==> src/rtl/aes_subbytes_seq_pkg.sv <==
// Shared types and GF(2^8) helpers for the sequential SubBytes/InvSubBytes stage.
// The S-box is computed arithmetically (inverse in GF(2^8) plus affine map).
package aes_subbytes_seq_pkg;

    localparam int AES_BLOCK_W = 128;
    localparam int AES_NBYTES  = 16;

    typedef enum logic [1:0] {
        S_IDLE = 2'd0,
        S_BUSY = 2'd1,
        S_DONE = 2'd2
    } state_t;

    // Multiply modulo x^8 + x^4 + x^3 + x + 1.
    function automatic logic [7:0] gf_mul(input logic [7:0] a, input logic [7:0] b);
        logic [7:0] p;
        logic [7:0] aa;
        p  = 8'h00;
        aa = a;
        for (int i = 0; i < 8; i++) begin
            if (b[i]) p = p ^ aa;
            aa = {aa[6:0], 1'b0} ^ (aa[7] ? 8'h1b : 8'h00);
        end
        return p;
    endfunction

    // x^254 == x^-1 for x != 0, and maps 0 to 0 as AES requires.
    function automatic logic [7:0] gf_inv(input logic [7:0] x);
        logic [7:0] sq;
        logic [7:0] p;
        sq = gf_mul(x, x);
        p  = sq;
        for (int i = 0; i < 6; i++) begin
            sq = gf_mul(sq, sq);
            p  = gf_mul(p, sq);
        end
        return p;
    endfunction

    function automatic logic [7:0] rotl8(input logic [7:0] x, input int n);
        logic [15:0] d;
        d = {x, x} << n;
        return d[15:8];
    endfunction

endpackage

==> src/rtl/sbox_full_rom.sv <==
// Forward/inverse AES S-box, purely combinational. Computed from the field
// inverse and affine map, so no memory initialisation files are needed.
module sbox_full_rom
    import aes_subbytes_seq_pkg::*;
(
    input  logic       encrypt,
    input  logic [7:0] byte_in,
    output logic [7:0] byte_out
);

    logic [7:0] t;

    always_comb begin
        t        = 8'h00;
        byte_out = 8'h00;
        if (encrypt) begin
            t        = gf_inv(byte_in);
            byte_out = t ^ rotl8(t, 1) ^ rotl8(t, 2) ^ rotl8(t, 3) ^ rotl8(t, 4) ^ 8'h63;
        end else begin
            t        = rotl8(byte_in, 1) ^ rotl8(byte_in, 3) ^ rotl8(byte_in, 6) ^ 8'h05;
            byte_out = gf_inv(t);
        end
    end

endmodule

==> src/rtl/aes_subbytes_seq.sv <==
// Sequential SubBytes/InvSubBytes: one byte per cycle through a single S-box.
//   state  | meaning
//   S_IDLE | waiting for a block, in_ready=1
//   S_BUSY | substituting byte[cnt], 16 cycles
//   S_DONE | result held on state_out until out_ready
module aes_subbytes_seq
    import aes_subbytes_seq_pkg::*;
(
    input  logic         clk,
    input  logic         reset_n,
    input  logic         encrypt,
    input  logic         in_valid,
    output logic         in_ready,
    input  logic [127:0] state_in,
    output logic         out_valid,
    input  logic         out_ready,
    output logic [127:0] state_out,
    output logic         busy
);

    state_t       state_q, state_d;
    logic [3:0]   cnt;
    logic         mode_q;
    logic [127:0] work;
    logic [6:0]   sel;
    logic [7:0]   sbox_in, sbox_out;
    logic         accept;

    // Byte 0 is the most significant byte of the block.
    assign sel     = 7'd127 - {cnt, 3'b000};
    assign sbox_in = work[sel -: 8];

    sbox_full_rom u_sbox (
        .encrypt  (mode_q),
        .byte_in  (sbox_in),
        .byte_out (sbox_out)
    );

    always_comb begin
        state_d   = state_q;
        in_ready  = 1'b0;
        out_valid = 1'b0;
        accept    = 1'b0;
        case (state_q)
            S_IDLE: begin
                in_ready = 1'b1;
                if (in_valid) begin
                    accept  = 1'b1;
                    state_d = S_BUSY;
                end
            end
            S_BUSY: begin
                if (cnt == 4'd15) state_d = S_DONE;
            end
            S_DONE: begin
                out_valid = 1'b1;
                if (out_ready) state_d = S_IDLE;
            end
            default: state_d = S_IDLE;
        endcase
    end

    assign busy      = (state_q == S_BUSY);
    assign state_out = work;

    always_ff @(posedge clk or negedge reset_n) begin
        if (!reset_n) state_q <= S_IDLE;
        else          state_q <= state_d;
    end

    always_ff @(posedge clk or negedge reset_n) begin
        if (!reset_n) begin
            cnt    <= 4'd0;
            mode_q <= 1'b1;
            work   <= '0;
        end else if (accept) begin
            cnt    <= 4'd0;
            mode_q <= encrypt;
            work   <= state_in;
        end else if (busy) begin
            work[sel -: 8] <= sbox_out;
            cnt            <= cnt + 4'd1;
        end
    end

endmodule

==> config.mk <==
export PLATFORM = sky130hd
export DESIGN_NAME = aes_subbytes_seq
export DESIGN_NICKNAME = d
export VERILOG_FILES = /design/src/rtl/aes_subbytes_seq_pkg.sv /design/src/rtl/sbox_full_rom.sv /design/src/rtl/aes_subbytes_seq.sv
export SDC_FILE = /design/constraint.sdc
export NUM_CORES = 2
export LEC_CHECK = 0
export CAP_MARGIN = 25
export CORE_UTILIZATION = 60
export CTS_CLUSTER_DIAMETER = 150
export DETAILED_ROUTE_END_ITERATION = 12
export PLACE_DENSITY = 0.86
export RECOVER_POWER = 25
export SLEW_MARGIN = 20
export SYNTH_ARGS = -nofsm -noshare
export SYNTH_HDL_FRONTEND = slang
export SYNTH_SLANG_ARGS = --single-unit
==> constraint.sdc <==
create_clock -name clk -period 35 [get_ports clk]
set_clock_uncertainty 0.15 [all_clocks]
set_input_delay 3.5 -clock clk [delete_from_list [all_inputs] [get_ports clk]]
set_output_delay 3.5 -clock clk [all_outputs]
set_load 0.1 [all_outputs]
==> results.ini <==
[global_routing]
grt_pass1_vias = 33470
antenna_found_initial = 5
grt_usage_pct = 39.53
grt_overflow_total = 0
grt_pass1_wl_mm = 191.0
grt_max_degree = 89

[placement]
dp_hpwl_mm = 87.98
dp_cells = 5456
gp_congestion = 1.024
port_buffers = 263

[hold_path]
hold_path.class = reg2reg

[clock_tree]
ctsHoldBuffers = 0
cts_buffer_depth = 2
root_buffer = clkbuf_16
post_cts_resized = 0
htreeDepth = 4
clkTransAtPathRegs_ns = 0.06
clock-sinks = 135
cts_tree = built
clkLatencyLatePin_ns = 0.44
post_cts_buffers = 0
numCtsBuffers = 17

[synthesis]
ys_top_cells_by_count = xnor2_1, nor2_1, nand2_1
syn_inst = 4628
yosysTopAreaCell = xnor2_1
ys_warn_count = 0
yosysTopAreaCellShare_pct = 20.96
synth_edf_count = 0
ys_ff_latch = 135
syn_nets = 4780
synth.area.top_cells = xnor2_1, dfrtp_1, xnor3_1
synth_cell_types = 102
syn_area_per_cell_um2 = 7.628
async_flop_share_pct = 100.0
synth_ff_type = dfrtp_1
yosysSeqAreaShare_pct = 9.573
yosysMostFrequentCell = xnor2_1
syn_area_um2 = 35300

[run_status]
violations = capacitance limit, slew limit
outcome = finished with violations

[worst_setup_path]
cpPeakStageDelay_ns = 0.98
cp-start-kind = flop
worstPathRequired_ns = 35.10
worst-path-buf-inv = 6
critPathTopFamily = XOR/XNOR gates
crit_path_top_delay_cell = xnor2_2
arrival_ns = 22.61
end_kind = flop
criticalPathCategory = reg2reg
crit_path_max_fanout = 26
crit_top_cell = xnor2_1

[timing]
hold_violations = 0
tightest_slew_ns = 3.902
tns_ns = 0
finalMaxSlewViolations = 138
period_needed_ns = 22.50
setup_viol = 0
period_share_pct = 64.29
rsz0062_at_grt = no
max-slew-margin-rel_pct = -160.1
max_clock_freq_mhz = 44.44

[finish]
nets = 4872
fillCellCount = 4762
fin_cells = 5499
syn2layout_area_growth_pct = 11.99
drive_gt1_share_pct = 8.261

[routing]
viasPerCell = 6.769
drtPass1Iterations = 10
wirelength_mm = 123.1
via_count = 37220
postRouteAntennaNets = 0
wl_per_cell_um = 22.39
drt_iter0_markers = 5021
drcViolationCount = 0

[die]
num_io_pins = 264
core_area_um2 = 57920
num_rows = 88
initial_core_util_pct = 60.96
die_y_um = 244.6
dieWidth_um = 244.6
dieArea_um2 = 59810

[job]
cap_violations = 2

-- registers in the layout, indices dropped and copies added (netlist names) --
| register | cells |
|---|---|
| mode_q | 1 |
| state_q | 2 |
| cnt | 4 |
| state_out | 128 |
-- per-stage QoR --
step	area [µm²]	worst slack (ns)	hold WS [ns]	utilization, %
floorplan	35300	16.85	0.4551	-
global placement	38730	13.50	0.3748	66.88
detailed placement	38780	13.02	0.3808	66.96
CTS	39410	12.87	0.4003	68.05
global route	39540	11.00	0.4195	68.27
finish	39540	12.50	0.4022	68.27
-- worst reg2reg max path, delay by kind of cell, from the launching register on --
kind	cells	cell delay, ns
buffers and inverters	6	2.12
and+or+nand+nor	11	2.32
muxes	2	0.80
adders and majority gates	2	1.23
DFF	1	0.43
AOI/OAI and AO/OA	14	4.55
xor gates and xnor gates	26	10.74
-- kinds of logic (layout without fill, tap and decap cells) --
logic type,Yosys count,after routing,synth area share (%)
AND/OR/NAND/NOR,1548,1548,19.68
XOR/XNOR,1253,1253,37.98
AO/OA/AOI/OAI,1111,1111,21.57
buffers and inverters,381,486,4.480
multiplexers,176,176,5.898
flip-flops,135,135,9.573
adder cells (fa/ha/maj),24,24,0.8152
other,0,1,0
-- routing by layer --
metal	GRT usage (%)	wire, µm	vias to the layer above
met5	0	30	-
met4	16.93	5978	4
met3	7.485	14280	479
met2	62.40	54770	2662
met1	52.56	48050	17410
li1	-	-	16660
-- cell type report --
type,instances,area [µm²],area share [%]
multi-input combinational,4112,30670,77.58
clock inverter,15,207.7,0.5253
sequential,135,3381,8.551
antenna,1,2.502,0.006329
tap,765,957.2,2.421
clock buffer,17,425.4,1.076
inverter,56,212.7,0.5380
timing repair buffer,398,3677,9.301
-- final timing paths --
check,from,to,slack [ns],depth (start not counted)
worst max-delay path,cnt[0]$_DFFE_PN0P_,state_out[26]$_DFFE_PN0P_,12.50,61
worst min-delay path,state_out[51]$_DFFE_PN0P_,state_out[51]$_DFFE_PN0P_,0.40,2
worst min register to register,state_out[51]$_DFFE_PN0P_,state_out[51]$_DFFE_PN0P_,0.40,2
max in group asynchronous,reset_n,state_out[26]$_DFFE_PN0P_,25.55,2
worst max register to register,cnt[0]$_DFFE_PN0P_,state_out[26]$_DFFE_PN0P_,12.50,61
min in group asynchronous,reset_n,state_out[69]$_DFFE_PN0P_,4.10,1
-- placed cells by master, fill, tap and decap left out, types with 34 or more instances in the layout --
cell,n
nand2_1,371
buf_4,123
o211ai_1,41
dfrtp_1,133
mux2i_1,127
xnor2_2,78
o22ai_1,54
nand2b_1,34
a21oi_1,237
nor2_1,644
xnor3_1,113
xnor2_1,811
a22oi_1,155
clkdlybuf4s50_1,260
and2_1,36
nand3_1,137
a31oi_1,44
o21ai_0,192
inv_1,40
a211oi_1,47
nor3_1,105
xor2_1,206
nor2b_1,52
o221ai_1,131
Power is left out: the tool's default activity adds up to more than one toggle a clock period on the data nets, which glitch-free logic cannot reach.
